[config.mk]
export PLATFORM = sky130hd
export DESIGN_NAME = fifo_uart_tx_flat
export DESIGN_NICKNAME = d
export VERILOG_FILES = /design/src/rtl/fifo_uart_pkg.sv /design/src/rtl/fifo_uart_tx_if.sv /design/src/rtl/fifo_uart_tx_bit_timer.sv /design/src/rtl/fifo_uart_tx.sv /design/src/flat_wrapper.sv
export SDC_FILE = /design/constraint.sdc
export NUM_CORES = 1
export LEC_CHECK = 0
export ABC_AREA = 1
export CORE_MARGIN = 2
export CORE_UTILIZATION = 35
export DETAILED_ROUTE_END_ITERATION = 8
export GPL_ROUTABILITY_DRIVEN = 0
export PLACE_DENSITY = 0.58
export RECOVER_POWER = 100
export SLEW_MARGIN = 20
export SYNTH_ARGS = -nofsm -noshare
export SYNTH_HDL_FRONTEND = slang
export SYNTH_HIERARCHICAL = 1
export SYNTH_SLANG_ARGS = --single-unit
[constraint.sdc]
create_clock -name clk -period 2.4 [get_ports clk]
set_clock_uncertainty 0.2 [all_clocks]
set_input_delay 0.48 -clock clk [delete_from_list [all_inputs] [get_ports clk]]
set_output_delay 0.48 -clock clk [all_outputs]
set_load 0.02 [all_outputs]
[src/rtl/fifo_uart_pkg.sv]
// Shared state encoding for the fifo-to-UART transmitter.
package fifo_uart_pkg;

   localparam int STATE_W = 3;

   typedef enum logic [STATE_W-1:0] {
      IDLE   = 3'd0,
      ACK    = 3'd1,
      START  = 3'd2,
      DATA   = 3'd3,
      PARITY = 3'd4,
      STOP   = 3'd5
   } tx_state_e;

endpackage

[src/rtl/fifo_uart_tx_if.sv]
// Receive-side handshake between the fifo (master) and the UART transmitter (slave).
interface fifo_uart_tx_if #(
   parameter int WIDTH = 8
);
   logic             rx_rdy;
   logic             rx_done;
   logic [WIDTH-1:0] in_data;

   modport master (output rx_rdy, output in_data, input rx_done);
   modport slave  (input rx_rdy, input in_data, output rx_done);
endinterface

[src/rtl/fifo_uart_tx_bit_timer.sv]
// Bit-period divider: one-cycle bit_tick every CLKS_PER_BIT enabled cycles, restarted by clear.
module uart_bit_timer #(
   parameter int CLKS_PER_BIT = 16,
   parameter int DIV_WIDTH    = 5
) (
   input  logic clk,
   input  logic rst,
   input  logic clear,
   input  logic enable,
   output logic bit_tick
);
   localparam logic [DIV_WIDTH-1:0] LAST = DIV_WIDTH'(CLKS_PER_BIT - 1);

   logic [DIV_WIDTH-1:0] div;

   assign bit_tick = enable && (div == LAST);

   // NOTE: sequential state is always assigned with <= so every flop samples pre-edge values.
   always_ff @(posedge clk or posedge rst) begin
      if (rst)           div <= '0;
      else if (clear)    div <= '0;
      else if (enable)   div <= bit_tick ? '0 : div + 1'b1;
   end
endmodule

[src/rtl/fifo_uart_tx.sv]
// Pulls words from the fifo over a 4-phase handshake and sends them LSB-first as UART frames.
// Define FIFO_UART_TX_PARITY_EN to append an even-parity bit after the data bits.
module fifo_uart_tx
   import fifo_uart_pkg::*;
#(
   parameter int WIDTH         = 8,
   parameter int CLKS_PER_BIT  = 16,
   parameter int DIV_WIDTH     = 5,
   parameter int BIT_CNT_WIDTH = 4
) (
   input  logic          clk,
   input  logic          rst,
   fifo_uart_tx_if.slave rx,
   output logic          tx_line,
   output logic          busy
);
   tx_state_e                state_q, state_d;
   logic [WIDTH-1:0]         shift_q, shift_d;
   logic [BIT_CNT_WIDTH-1:0] cnt_q, cnt_d;
   logic                     done_q, done_d;
   logic                     tx_q, tx_d;
   logic                     busy_q, busy_d;
   logic                     bit_tick, timer_clear, timer_en, last_bit;
`ifdef FIFO_UART_TX_PARITY_EN
   logic                     par_q, par_d;
`endif

   assign last_bit    = (cnt_q == BIT_CNT_WIDTH'(WIDTH - 1));
   assign timer_clear = (state_q == ACK) && !rx.rx_rdy;
   assign timer_en    = (state_q != IDLE) && (state_q != ACK);

   uart_bit_timer #(
      .CLKS_PER_BIT (CLKS_PER_BIT),
      .DIV_WIDTH    (DIV_WIDTH)
   ) u_timer (
      .clk      (clk),
      .rst      (rst),
      .clear    (timer_clear),
      .enable   (timer_en),
      .bit_tick (bit_tick)
   );

   // NOTE: the shift register is reset along with control so a frame never starts from stale data.
   always_ff @(posedge clk or posedge rst) begin
      if (rst) begin
         state_q <= IDLE;
         shift_q <= '0;
         cnt_q   <= '0;
         done_q  <= 1'b0;
         tx_q    <= 1'b1;
         busy_q  <= 1'b0;
`ifdef FIFO_UART_TX_PARITY_EN
         par_q   <= 1'b0;
`endif
      end else begin
         state_q <= state_d;
         shift_q <= shift_d;
         cnt_q   <= cnt_d;
         done_q  <= done_d;
         tx_q    <= tx_d;
         busy_q  <= busy_d;
`ifdef FIFO_UART_TX_PARITY_EN
         par_q   <= par_d;
`endif
      end
   end

   // NOTE: defaulting every output of a combinational block first prevents latch inference.
   always_comb begin
      state_d = state_q;
      unique case (state_q)
         IDLE:   if (rx.rx_rdy)  state_d = ACK;
         ACK:    if (!rx.rx_rdy) state_d = START;
         START:  if (bit_tick)   state_d = DATA;
`ifdef FIFO_UART_TX_PARITY_EN
         DATA:   if (bit_tick && last_bit) state_d = PARITY;
         PARITY: if (bit_tick)   state_d = STOP;
`else
         DATA:   if (bit_tick && last_bit) state_d = STOP;
`endif
         STOP:   if (bit_tick)   state_d = IDLE;
         default:                state_d = IDLE;
      endcase
   end

   always_comb begin
      shift_d = shift_q;
      cnt_d   = cnt_q;
      done_d  = done_q;
      tx_d    = tx_q;
      busy_d  = busy_q;
`ifdef FIFO_UART_TX_PARITY_EN
      par_d   = par_q;
`endif
      unique case (state_q)
         IDLE: begin
            tx_d = 1'b1;
            if (rx.rx_rdy) begin
               shift_d = rx.in_data;
               done_d  = 1'b1;
               busy_d  = 1'b1;
`ifdef FIFO_UART_TX_PARITY_EN
               par_d   = ^rx.in_data;
`endif
            end
         end
         // Data is captured only in IDLE; the fifo may change in_data once rx_done is seen.
         ACK: if (!rx.rx_rdy) begin
            done_d = 1'b0;
            tx_d   = 1'b0;
         end
         START: if (bit_tick) begin
            tx_d  = shift_q[0];
            cnt_d = '0;
         end
         DATA: if (bit_tick) begin
            if (last_bit) begin
`ifdef FIFO_UART_TX_PARITY_EN
               tx_d = par_q;
`else
               tx_d = 1'b1;
`endif
            end else begin
               shift_d = shift_q >> 1;
               tx_d    = shift_d[0];
               cnt_d   = cnt_q + 1'b1;
            end
         end
`ifdef FIFO_UART_TX_PARITY_EN
         PARITY: if (bit_tick) tx_d = 1'b1;
`endif
         STOP: if (bit_tick) busy_d = 1'b0;
         default: ;
      endcase
   end

   assign rx.rx_done = done_q;
   assign tx_line    = tx_q;
   assign busy       = busy_q;
endmodule
[src/flat_wrapper.sv]
// flat-port wrapper written by rule: the top's interface ports become plain ports
module fifo_uart_tx_flat import fifo_uart_pkg::*;
#(
   parameter int WIDTH         = 8,
   parameter int CLKS_PER_BIT  = 16,
   parameter int DIV_WIDTH     = 5,
   parameter int BIT_CNT_WIDTH = 4
)
  (clk, rst, tx_line, busy, rx_rx_rdy, rx_in_data, rx_rx_done);
  fifo_uart_tx_if #(.WIDTH(WIDTH)) rx_i ();
  input  logic clk;
  input  logic rst;
  output logic tx_line;
  output logic busy;
  input wire logic [$bits(rx_i.rx_rdy)-1:0] rx_rx_rdy;
  input wire logic [$bits(rx_i.in_data)-1:0] rx_in_data;
  output wire logic [$bits(rx_i.rx_done)-1:0] rx_rx_done;
  assign rx_i.rx_rdy = rx_rx_rdy;
  assign rx_i.in_data = rx_in_data;
  assign rx_rx_done = rx_i.rx_done;
  fifo_uart_tx #(.WIDTH(WIDTH), .CLKS_PER_BIT(CLKS_PER_BIT), .DIV_WIDTH(DIV_WIDTH), .BIT_CNT_WIDTH(BIT_CNT_WIDTH)) u_core (.clk(clk), .rst(rst), .rx(rx_i), .tx_line(tx_line), .busy(busy));
endmodule
==> run summary <==
The min-delay analysis places its worst path in the category flop to flop. The worst stage delay on the critical path came out at 0.44 ns. At the pin with the least slew margin, the transition time is 1.07 ns. Clock tree synthesis found a total of 23 sinks. The wire length reported by the detailed router came out at 2640 microns.

The average wire per standard cell came out at 10.8 microns. The total power consumption of the routed design came out at between 1.5 and 2 mW. The endpoint required time on the critical path came out at 2.36 ns.

The post-route cell area came out at 0.00153 sq mm. In this run the worst path has a maximum fanout of 8. The post-place instance area came out at 0.00150 sq mm. Counting distinct cell types in the post-synthesis netlist gives 24. Of the available clock period, the critical path in the final layout requires 0.903. The number of global-route vias before repair came out at 1,089.

The core region area came out at 0.00363 sq mm. Across all hold checks on the routed design, the worst slack comes to around 0.27 ns. The CTS H-tree depth is 1. The number of buffers and inverters on the critical path is 4. The combined area of all synthesized cells came out at 0.00132 sq mm. The post-synthesis net count is 193. In this run the remaining antenna-violating nets after routing total 0.

The final critical-path setup slack is 0.232 ns. The via density per instance came out at 4.77. In this run the vertical extent of the chip is 65.3 microns.

The pre-antenna-repair detailed-routing pass consisted of 4 iterations. The reg2reg setup slack is 0.23 ns. The diode insertion count for antenna repair came out at 0. The cell total after placement came out at 240. Each instance of the synthesized netlist takes up on average approximately 7.3 sq um. Synthesis produced a netlist whose cell count is 180. The leakage power of the design is 0.824 nW.

The kind of cell with the highest combined delay along the critical path is simple AND/OR/NAND/NOR gates. The I/O pin total is 14. The number of rows created at floorplan came out at 22. The initial antenna violation count is 0. The highest achievable clock rate came out at roughly 0.46 GHz. The area of the die is 0.00427 sq mm. Setup violations remaining at the end of the flow were counted as 0.

TritonCTS built the clock tree. The initial core utilization is 0.362. Compared with the post-synthesis result, the final layout area differs by 16.5%. The power density over the cells came out at 1290 mW/mm^2. The run finished with clean final reports. The final sum of negative setup slack is 0 ns. For this run the aggregate overflow at the end of global routing stands at 0.

The buffer depth of the longest clock path is 2. The maximum vdd drop is ~430 uV. The number of design rule violations left after detail routing came out at 0. The library cell used most frequently in the layout, excluding fill and tap cells, is nand2_1.

The count of placed standard cells in the final layout, fillers left out is approximately 240. The data arrival time at the worst-slack endpoint is between 2 and 2.5 ns. The startpoint type of the worst setup path is a flop. The share of the core filled with cells in the final layout is 0.422. STA classifies the critical path endpoint as a flop. The die span in x is between 60 and 70 microns. The combined global-route utilization of all metal layers is 0.145. The post-CTS setup-driven buffer insertion count came out at 0. Setup repair after global routing left no endpoint under its margin. The number of hold violations in the final report is 0. The number of max-slew violations in the final report was 0.

The synthesized design contains 23 register bits. After the first detailed-routing iteration, the DRC count stood at 45. The estimated wirelength of the detail-placed design came out at 1930 microns. The length in cells of the worst reg-to-reg path is 13. The first-pass GRT wire length is 4750 microns. The depth of the critical timing path with buffers and inverters included came out at 13. The net count of the finished layout is 210.

Entering global routing, the biggest net connects 19 pins. Walking the worst path, the cells encountered are inv_1 > nand3_1 > nand2_1 > inv_1 > nand3_2 > nor2_2 > inv_1 > nand4_1 > inv_1 > nor2_1 > nand2_1 > nand2_1 > nand2_1. OpenSTA, run right after detailed placement, puts the worst setup slack at 0.241 ns. In the layout the commonest cells are nand2_1, dfrtp_1, nand3_1. The number of violations of the max-capacitance limit is 0. The hold path depth is 2.

The relative max-transition margin is 0.284. The quantity of I/O buffers inserted on ports came out at 13. The root buffer cell is clkbuf_8. The total via count in the routed design is 1,163. The sequential element share of the synthesized area came out at 0.438. The time the worst path needs with I/O delays and setup is about 2.2 ns.

The total clock buffers created by CTS is 3. After clock tree synthesis, the clock-pin slew on the worst setup and hold paths is 0.08 ns. The source-to-sink clock delay at the later pin of the worst-skew pair is 0.27 ns. The Yosys step of the flow raised 6 warnings. Of the cells placed in the final design, the portion with a size suffix greater than 1 is 0.107. The kind of critical path is flop to flop.

Among all stages on the critical path, the largest delay is contributed by dfrtp_1.
[repair_timing]
item                                    4_1_cts  5_1_grt
hold buffers                                  0        0
endpoints found under the setup margin        0        1
gates resized for setup                       0        1
[cells in the mapped netlist (all sizes together)]
| master | count | area [sq um] |
|---|---|---|
| a21oi | 3 | 15.0 |
| a31oi | 1 | 6.26 |
| buf | 3 | 26.3 |
| dfrtp | 22 | 551 |
| dfstp | 1 | 26.3 |
| ha | 2 | 25.0 |
| inv | 17 | 63.8 |
| nand2 | 78 | 305 |
| nand3 | 23 | 130 |
| nand3b | 1 | 7.51 |
| nand4 | 3 | 18.8 |
| nor2 | 15 | 76.3 |
| o21ai | 8 | 43.8 |
| or2 | 2 | 12.5 |
| xor2 | 1 | 8.76 |
[sequential cells by signal, summed over array words and instances (netlist names)]
signal,cells
u_core/busy,1
u_core/cnt_q,4
u_core/rx.rx_done,1
u_core/shift_q,8
u_core/state_q,3
u_core/tx_line,1
u_core/u_timer/div,5
[layer usage]
layer	up-vias	GRT usage	routed length, microns
met5	-	0	0
met4	0	0.0859	70
met3	4	0.0205	78
met2	27	0.240	1250
li1	601	-	-
met1	531	0.180	1240
[report_power, final]
group / leakage, nW / total (mW) / internal, mW / switching (mW)
Sequential: 0.280 / 0.709 / 0.562 / 0.147
Combinational: 0.518 / 1.03 / 0.367 / 0.661
Clock: 0.0255 / 0.248 / 0.116 / 0.132
Total: 0.824 / 1.99 / 1.05 / 0.940
[final cells by class]
class | instances | area, sq um
clock buffers | 3 | 41.3
clock inverters | 1 | 5.00
fillers | 392 | 2100
inverters | 17 | 63.8
multi-input cells | 137 | 644
flip-flops and latches | 23 | 578
well taps | 48 | 60.1
repair buffers | 15 | 141
[worst reg2reg max path, delay by kind of cell (launching register included)]
| kind | cells | cell delay [ns] |
|---|---|---|
| simple gates | 9 | 0.98 |
| buf+inv | 4 | 0.44 |
| flops | 1 | 0.44 |
[kinds of logic (layout without fill, tap and decap cells)]
group,Yosys count,after routing,share of synthesized area
DFF,23,23,0.438
AOI/OAI and AO/OA,12,12,0.0494
adders and majority gates,2,2,0.0190
xor gates and xnor gates,1,1,0.00666
buffers and inverters,20,36,0.0684
and+or+nand+nor,122,122,0.418
[path summary, 6_finish.rpt]
path / startpoint / end
min reg2reg: u_core/tx_line$_DFFE_PP1P_ / u_core/tx_line$_DFFE_PP1P_
min in group asynchronous: rst / u_core/u_timer/div[1]$_DFFE_PP0P_
max: u_core/state_q[1]$_DFFE_PP0P_ / u_core/state_q[0]$_DFFE_PP0P_
max in group asynchronous: rst / u_core/state_q[2]$_DFFE_PP0P_
min: u_core/tx_line$_DFFE_PP1P_ / u_core/tx_line$_DFFE_PP1P_
max reg2reg: u_core/state_q[1]$_DFFE_PP0P_ / u_core/state_q[0]$_DFFE_PP0P_
Note: power is estimated with default switching activity, not from simulation.
